<file path="config.mk">
export PLATFORM = sky130hd
export DESIGN_NAME = jump_ctrl
export DESIGN_NICKNAME = d
export VERILOG_FILES = /design/src/rtl/jump_pkg.sv /design/src/rtl/btn_sync_edge.sv /design/src/rtl/jump_ctrl.sv
export SDC_FILE = /design/constraint.sdc
export NUM_CORES = 1
export LEC_CHECK = 0
export CORE_MARGIN = 5
export CORE_UTILIZATION = 40
export CTS_BUF_LIST = sky130_fd_sc_hd__clkbuf_8
export CTS_CLUSTER_SIZE = 40
export DETAILED_ROUTE_END_ITERATION = 7
export PLACE_DENSITY = 0.55
export SYNTH_ARGS = -nofsm -noshare
export SYNTH_HDL_FRONTEND = slang
export SYNTH_HIERARCHICAL = 1
export SYNTH_SLANG_ARGS = --single-unit
export TNS_END_PERCENT = 5
</file>
<file path="constraint.sdc">
create_clock -name clk -period 7.1 [get_ports clk]
set_input_delay 0.71 -clock clk [delete_from_list [all_inputs] [get_ports clk]]
set_output_delay 0.71 -clock clk [all_outputs]
set_load 0.05 [all_outputs]
</file>
<file path="src/rtl/jump_pkg.sv">
// Shared definitions for the player jump sequencer: state encoding and
// default timing/geometry constants.
package jump_pkg;

  typedef enum logic [1:0] {
    GROUND = 2'b00,
    RISE   = 2'b01,
    FALL   = 2'b10,
    HANG   = 2'b11
  } jump_state_e;

  localparam int TICK_DIV_DEF   = 1_000_000;
  localparam int H_MAX_DEF      = 200;
  localparam int H_STEP_DEF     = 50;
  localparam int HANG_TICKS_DEF = 4;
  localparam int HW_DEF         = 9;

endpackage

</file>
<file path="src/rtl/btn_sync_edge.sv">
// Button front end: two-flop synchroniser for an asynchronous input followed
// by a registered rising-edge detector. Shared by all game buttons.
module btn_sync_edge (
  input  logic clk,
  input  logic rst,
  input  logic din,
  output logic pulse
);

  logic sync1, sync2, sync2_d;

  // Synchronise, remember the previous synchronised level, emit a one-cycle pulse on 0->1
  always_ff @(posedge clk or posedge rst) begin
    if (rst) begin
      sync1   <= 1'b0;
      sync2   <= 1'b0;
      sync2_d <= 1'b0;
      pulse   <= 1'b0;
    end else begin
      sync1   <= din;
      sync2   <= sync1;
      sync2_d <= sync2;
      pulse   <= sync2 & ~sync2_d;
    end
  end

endmodule

</file>
<file path="src/rtl/jump_ctrl.sv">
// Vertical jump sequencer: button front end, frame tick and the
// ground/rise/apex/fall state machine owning the height register.
// Optional apex hold is built only when APEX_HOLD_EN is defined.
//
// state  | meaning
// -------+----------------------------------------------------------
// GROUND | h = 0, waiting for a press
// RISE   | h climbs by H_STEP per tick up to H_MAX
// HANG   | h held at H_MAX for HANG_TICKS ticks (APEX_HOLD_EN only)
// FALL   | h drops by H_STEP per tick, land pulse on reaching 0
module jump_ctrl
  import jump_pkg::*;
#(
  parameter int TICK_DIV   = TICK_DIV_DEF,
  parameter int H_MAX      = H_MAX_DEF,
  parameter int H_STEP     = H_STEP_DEF,
  parameter int HANG_TICKS = HANG_TICKS_DEF,
  parameter int HW         = HW_DEF
) (
  input  logic          clk,
  input  logic          rst,
  input  logic          btn_jump,
  input  logic          pause,
  input  logic          game_over,
  output logic [HW-1:0] h,
  output logic [1:0]    jumpstate,
  output logic          busy,
  output logic          land
);

  localparam logic [1:0] S_GROUND = GROUND;
  localparam logic [1:0] S_RISE   = RISE;
  localparam logic [1:0] S_FALL   = FALL;

  localparam int            TW        = (TICK_DIV > 2) ? $clog2(TICK_DIV) : 1;
  localparam logic [TW-1:0] TICK_LAST = TW'(TICK_DIV - 1);
  localparam logic [HW-1:0] HMAX      = HW'(H_MAX);
  localparam logic [HW-1:0] HSTEP     = HW'(H_STEP);
  localparam logic [HW-1:0] HRISE_LIM = HW'(H_MAX - H_STEP);

`ifdef APEX_HOLD_EN
  localparam logic [1:0]    S_HANG    = HANG;
  localparam int            CW        = (HANG_TICKS > 2) ? $clog2(HANG_TICKS) : 1;
  localparam logic [CW-1:0] HANG_LAST = CW'(HANG_TICKS - 1);
  localparam bit            HANG_BAD  = (HANG_TICKS < 1);
  logic [CW-1:0] hcnt, hcnt_nxt;
`else
  localparam bit            HANG_BAD  = (HANG_TICKS < 0);
`endif

  localparam bit CFG_BAD = (TICK_DIV < 2) || (H_STEP < 1) || (H_MAX < 1) ||
                           ((H_MAX % H_STEP) != 0) ||
                           ((1 << HW) <= (H_MAX + H_STEP)) || HANG_BAD;

  if (CFG_BAD) begin : g_cfg_bad
    $error("jump_ctrl: illegal parameter combination");
  end

  logic          press, press_ok, tick;
  logic [TW-1:0] tcnt;
  logic [1:0]    state, state_nxt;
  logic [HW-1:0] h_nxt;
  logic          land_nxt;

  btn_sync_edge u_btn (
    .clk   (clk),
    .rst   (rst),
    .din   (btn_jump),
    .pulse (press)
  );

  assign press_ok = press & ~pause;
  assign tick     = (tcnt == '0);

  // Frame tick down-counter; reload value puts the first tick TICK_DIV cycles after reset
  always_ff @(posedge clk or posedge rst) begin
    if (rst)        tcnt <= TICK_LAST;
    else if (!pause) tcnt <= tick ? TICK_LAST : tcnt - 1'b1;
  end

  // Next-state and height update; game_over wins over pause, pause over press/tick
  always_comb begin
    state_nxt = state;
    h_nxt     = h;
    land_nxt  = 1'b0;
`ifdef APEX_HOLD_EN
    hcnt_nxt  = hcnt;
`endif
    if (game_over) begin
      state_nxt = S_GROUND;
      h_nxt     = '0;
`ifdef APEX_HOLD_EN
      hcnt_nxt  = '0;
`endif
    end else if (!pause) begin
      case (state)
        S_GROUND: begin
          // a tick coinciding with the press is swallowed: h stays 0
          if (press_ok) state_nxt = S_RISE;
        end
        S_RISE: begin
          if (tick) begin
            if (h >= HRISE_LIM) begin
              h_nxt = HMAX;
`ifdef APEX_HOLD_EN
              state_nxt = S_HANG;
              hcnt_nxt  = HANG_LAST;
`else
              state_nxt = S_FALL;
`endif
            end else begin
              h_nxt = h + HSTEP;
            end
          end
        end
`ifdef APEX_HOLD_EN
        S_HANG: begin
          if (tick) begin
            if (hcnt == '0) state_nxt = S_FALL;
            else            hcnt_nxt  = hcnt - 1'b1;
          end
        end
`endif
        S_FALL: begin
          if (tick) begin
            if (h <= HSTEP) begin
              h_nxt     = '0;
              state_nxt = S_GROUND;
              land_nxt  = 1'b1;
            end else begin
              h_nxt = h - HSTEP;
            end
          end
        end
        default: begin
          state_nxt = S_GROUND;
          h_nxt     = '0;
        end
      endcase
    end
  end

  // State, height and registered status outputs
  always_ff @(posedge clk or posedge rst) begin
    if (rst) begin
      state <= S_GROUND;
      h     <= '0;
      busy  <= 1'b0;
      land  <= 1'b0;
    end else begin
      state <= state_nxt;
      h     <= h_nxt;
      busy  <= (state_nxt != S_GROUND);
      land  <= land_nxt;
    end
  end

`ifdef APEX_HOLD_EN
  // Apex hold down-counter, loaded on entry to HANG
  always_ff @(posedge clk or posedge rst) begin
    if (rst) hcnt <= '0;
    else     hcnt <= hcnt_nxt;
  end
`endif

  assign jumpstate = state;

endmodule

</file>
==> run metrics <==
Max rail drop VDD=0.000126 V; initial drt markers=127; Hold-fix buffers, CTS=0; Register Area=916 um2; Layout Utilization=46.3%; cells after synthesis=246; unrepaired setup endpoints after global routing=false; Crit. End Element=register; DRC Markers=0; ANT cells=0; Synth Net Count=260; CTS sink count=36; first-pass GRT wire length=8.89 mm; worst min-delay path class=register to register; Distinct cells, synth=60; clk root buf=clkbuf_8; fin crit period=2620 ps; TritonCTS buffer count=5; post-route setup TNS=0 ps; synth top area cells=dfrtp_1, dfstp_2, ha_1; met1 usage=21.6%; vias in the first global route=1814; core area=5510 um2; multi-input logic area=1230 um2; Final Hold Vio Count=0; post-synth design cell area=2260 um2; Synth top area share=26.6%; Syn-to-layout area delta=12.8%; Req. time, crit path=7260 ps; Initial Utilization=41.0%; Final nets=274; clock buffer depth=2; CTS resizes=0; antenna-violating nets left=0; met3 GRT Util=2.72%; Final GP Congestion=0.816; clock latency on the worst-skew pair=300 ps; main combinational cell family by area after synthesis=simple AND/OR/NAND/NOR gates; worst-path maximum fanout=17; Via Count=1886; grt peak-use layer=met2; worst rel slew slack=58.3%; Lkg Pwr=0.00103 uW; most common flop cell mapped by yosys=dfrtp_1; final worst slack=4480 ps; mux cell area share after synthesis=0.941%; CTS tree=done; number of port buffers=16; Rows=27; syn_area_per_cell=9.19 um2; Final Hold Slack=363 ps; share of post-route cells with drive strength above 1=12.3%; met2 Usage GRT=22.3%; number of enable flip-flop cells after synthesis=0; number of synthesized register bits=36; maxcap violations=0; antenna violations before repair=0; Overflow after GRT=0; Worst EP arrival=2790 ps; CP Class=input pin to register; DR WL/cell=15.1 um; complex-gate fraction of the synthesized area=19.9%; Post-Place Worst Slack=4140 ps; Synth warnings=6; async set-reset flop share out of synthesis=100%; IO Count=18; run status=completed; final worst path period share=36.9%; post-synthesis xor/xnor area fraction=5.04%; Die Y=85.2 um; sequential area share after synthesis=40.5%; largest net degree at the start of global routing=33; post-synth top area cell=dfrtp_1; Post-Route WL=5.03 mm; endpoints failing setup=0; DPL Wire Length=3.53 mm; fill cell count=525; total die area=7250 um2; Final Power=643 uW; Post-CTS Setup Bufs=0; Synth Area in Adders=4.98%; Avg Vias per Cell=5.66; Simple-Gate Fraction of Synth Area=23.3%; total track usage=14.9%; commonest non-fill, non-tap cell in the layout=dfrtp_1; commonest non-fill, non-tap cells in the layout=dfrtp_1, nor2_1, inv_1, clkdlybuf4s50_1, nand2_1; power density over the cells=252 nW/um2; Least-Margin Pin Slew=620 ps; DR pass1 iterations=4; f_max=0.381 GHz; Die X=85.2 um; Clock Skew=8.82 ps; H-Tree Depth=2; CTS clk-pin slew, worst paths=80 ps; Startpoint Class=input pin; Max Slew Vio Count=0
power by group:
part	total (uW)	leakage, uW	switching [uW]	internal, uW
clock network	151	0.0000479	82.6	68.5
registers	327	0.000445	52.9	274
logic	165	0.000536	89.9	74.8
state kept, by name (all words and copies together) (netlist names):
register / flops
busy: 1
h: 8
jumpstate: 2
land: 1
tcnt: 20
u_btn/pulse: 1
u_btn/sync1: 1
u_btn/sync2: 1
u_btn/sync2_d: 1
cells by family after synthesis:
logic type	Yosys count
adders and majority gates	9
and+or+nand+nor	95
xor gates and xnor gates	13
muxes	2
AOI/OAI and AO/OA	64
other	1
buffers and inverters	26
DFF	36
path summary, 6_finish.rpt:
kind                       slack [ps]  cells past startpoint                    end                   from
hold reg to reg                   360                      0  u_btn/sync2$_DFF_PP0_  u_btn/sync1$_DFF_PP0_
max in group asynchronous        5940                      3   tcnt[19]$_DFFE_PP1N_                    rst
setup reg to reg                 4580                      5         busy$_DFF_PP0_   tcnt[15]$_DFFE_PP0N_
hold / removal                    360                      0  u_btn/sync2$_DFF_PP0_  u_btn/sync1$_DFF_PP0_
setup / recovery                 4480                      6   tcnt[15]$_DFFE_PP0N_                  pause
min in group asynchronous         620                      2  u_btn/sync2$_DFF_PP0_                    rst
routing by layer:
layer | up-vias | share of wire, %
li1 | 928 | -
met1 | 897 | 50
met2 | 54 | 43
met3 | 7 | 6.0
met4 | 0 | 1.5
met5 | - | 0
critical path: stages:
cell             delay [ps]
clkdlybuf4s50_1         670
nor4_1                  550
nand4b_1                310
nor4_1                  310
xnor2_1                 160
nor2_1                   60
stage by stage:
stage                     instances  area, um2
final                           333       2550
after global routing            333       2550
after CTS                       333       2550
after detailed placement        325       2460
after global placement          325       2460
after floorplan                 246       2260
cell type report:
class	instances	share of cell area, %
Timing Repair Buffer	17	6.58
Tap cell	72	3.53
Sequential cell	36	35.9
Inverter	16	2.36
Clock inverter	3	0.736
Clock buffer	5	2.70
Multi-Input combinational cell	184	48.2
synthesized netlist by cell type (all sizes together) (8+ instances only):
cell   instances
nor2b          8
o21ai          9
nor2          17
ha             9
dfrtp         24
nor3          12
xnor2          9
a21oi         14
dfstp         12
nand2         15
inv           16
nand3          8
Power figures use the tool's default switching activity.
==> variant, RTL diff (same settings) <==
`TICK_DIV_DEF`: 1_000_000 -> 2_000_000.
--- a/src/rtl/jump_pkg.sv
+++ b/src/rtl/jump_pkg.sv
@@ -10,5 +10,5 @@
   } jump_state_e;
 
-  localparam int TICK_DIV_DEF   = 1_000_000;
+  localparam int TICK_DIV_DEF   = 2_000_000;
   localparam int H_MAX_DEF      = 200;
   localparam int H_STEP_DEF     = 50;
Check against the original RTL: same outputs for any inputs over 10 cycles, from zero or initial values and one cycle with rst high; that may be too few to reach the edited logic, so the function may still have changed.
==> variant against the unedited design <==
- utilization rose by 0.31 points
- critical endpoint is now h[4]
- largest cell class unchanged
- final area rose by 1.9%
- clock skew fell by 3.2 ps
- area after synthesis rose by 2.3%
- power fell by 2.3%
- global-route usage rose by 0.42 points
- sequential share of layout area rose by 0.34 points
- count of clock-buffer cells in the layout did not move
- sequential cell count rose by 1
- cell count rose by 1.5%
- non-clock buffer count did not move
- register-to-register slack improved by 140 ps
- worst setup slack improved by 46 ps
- routed wire length rose by 4.8%
==> variant: results (changes against the unedited design) <==
OUTCOME
---------------------------------------------------------------------------------------
Run status ............................................................... finished, final reports clean   unchanged

WORST SETUP PATH
---------------------------------------------------------------------------------------
Data arrival time at the worst-slack endpoint ............................      1870 ps   was 2790 ps
Max Fanout on Critical Path ..............................................           19   was 17
Reg2reg end ..............................................................         h[5]   was busy
Worst r2r path cells .....................................................            7   was 5
Reg2reg setup slack ......................................................      4720 ps   was 4580 ps

DRT
---------------------------------------------------------------------------------------
Avg Vias per Cell ........................................................         5.78   was 5.66
Number of violations reported at the end of detailed-routing iteration 0 .          125   was 127
Average detailed-routed wire length per instance .........................      15.6 um   was 15.1 um

PLACE
---------------------------------------------------------------------------------------
Worst setup slack after placement ........................................      4370 ps   was 4140 ps
Number of cells in the design after placement ............................          330   was 325
Placement-stage cell area ................................................ 0.00251 mm^2   was 0.00246 mm^2
DP Wirelength ............................................................      3.72 mm   was 3.53 mm

LOGIC SYNTHESIS
---------------------------------------------------------------------------------------
Count of cell types in the netlist .......................................           59   was 60
Nets in the synthesized netlist ..........................................          266   was 260
Most frequent cells after synthesis ...................................... 26 x sky130_fd_sc_hd__nand2_1, 24 x sky130_fd_sc_hd__dfrtp_1, 22 x sky130_fd_sc_hd__nor2_1   was 24 x sky130_fd_sc_hd__dfrtp_1, 17 x sky130_fd_sc_hd__nor2_1, 16 x sky130_fd_sc_hd__inv_1
Seq/Total Area, Yosys ....................................................        40.7%   was 40.5%
Post-synthesis adder-cell area fraction ..................................        4.33%   was 4.98%
Area contributors post-synth ............................................. sky130_fd_sc_hd__dfrtp_1 26%, sky130_fd_sc_hd__dfstp_2 15%, sky130_fd_sc_hd__ha_1 4.3%   was sky130_fd_sc_hd__dfrtp_1 27%, sky130_fd_sc_hd__dfstp_2 14%, sky130_fd_sc_hd__ha_1 5.0%

LAYOUT
---------------------------------------------------------------------------------------
Fraction of layout cells with a size suffix above 1 ......................        12.4%   was 12.3%
Fill cell count ..........................................................          551   was 525

GRT
---------------------------------------------------------------------------------------
Wire length of the first global-routing pass .............................      9.18 mm   was 8.89 mm
Maximum number of pins on one net before global-route repair .............           34   was 33
Global router's overall resource usage ...................................        15.3%   was 14.9%

STA
---------------------------------------------------------------------------------------
Worst Tran Pin Value .....................................................       773 ps   was 620 ps
Final hold slack .........................................................       353 ps   was 363 ps
Setup skew after layout ..................................................      5.61 ps   was 8.82 ps

POWER AND IR DROP
---------------------------------------------------------------------------------------
Leak Pwr .................................................................      1.06 nW   was 1.03 nW
Maximum vdd ir drop ......................................................       140 uV   was 126 uV
Internal Pwr Total .......................................................     0.415 mW   was 0.418 mW

variant: how the worst max path moves through the flow:
stage          slack, ps  cells past startpoint       end    startpoint
6_report            4520                      1      h[4]          h[4]
5_1_grt             4420                      6      h[5]         pause
4_1_cts             4530                      1      h[4]          h[4]
3_5_place_dp        4370                      6  tcnt[18]         pause
3_3_place_gp        4400                      6      h[7]         pause
2_1_floorplan       4760                      8      busy  jumpstate[0]
variant: final cells by class:
class	count	area share [%]
inverter	13	1.88
clock buffer	5	2.65
clock inverter	3	0.819
sequential	37	36.3
multi-input combinational	191	48.5
tap	72	3.47
timing repair buffer	17	6.45
variant: cell families after synthesis:
group	after synthesis
simple gates	101
compound gates	65
flops	37
buf+inv	25
xor+xnor	15
fa+ha+maj	8
other cells	1
mux	1
variant: through the flow:
step,util (%),total power [mW]
2_1_floorplan,-,0.443
3_5_place_dp,45.0,0.481
3_3_place_gp,45.0,0.479
5_1_grt,46.6,0.677
4_1_cts,46.6,0.638
6_report,46.6,0.628
variant: worst reg2reg max path, stage by stage (launching register included):
cell and delay (ps):
sky130_fd_sc_hd__dfrtp_1 410, sky130_fd_sc_hd__inv_1 130, sky130_fd_sc_hd__ha_1 500, sky130_fd_sc_hd__nor2_1 230, sky130_fd_sc_hd__a21o_1 220, sky130_fd_sc_hd__a31oi_1 580
sky130_fd_sc_hd__nor2_1 90, sky130_fd_sc_hd__a22oi_1 160
variant: per-layer routing:
| layer | global-route usage, % | routed length (um) | up-vias |
|---|---|---|---|
| met2 | 23.2 | 2410 | 35 |
| li1 | - | - | 957 |
| met4 | 3.88 | 57 | 0 |
| met5 | 0 | 0 | - |
| met1 | 22.1 | 2630 | 955 |
| met3 | 3.17 | 175 | 6 |
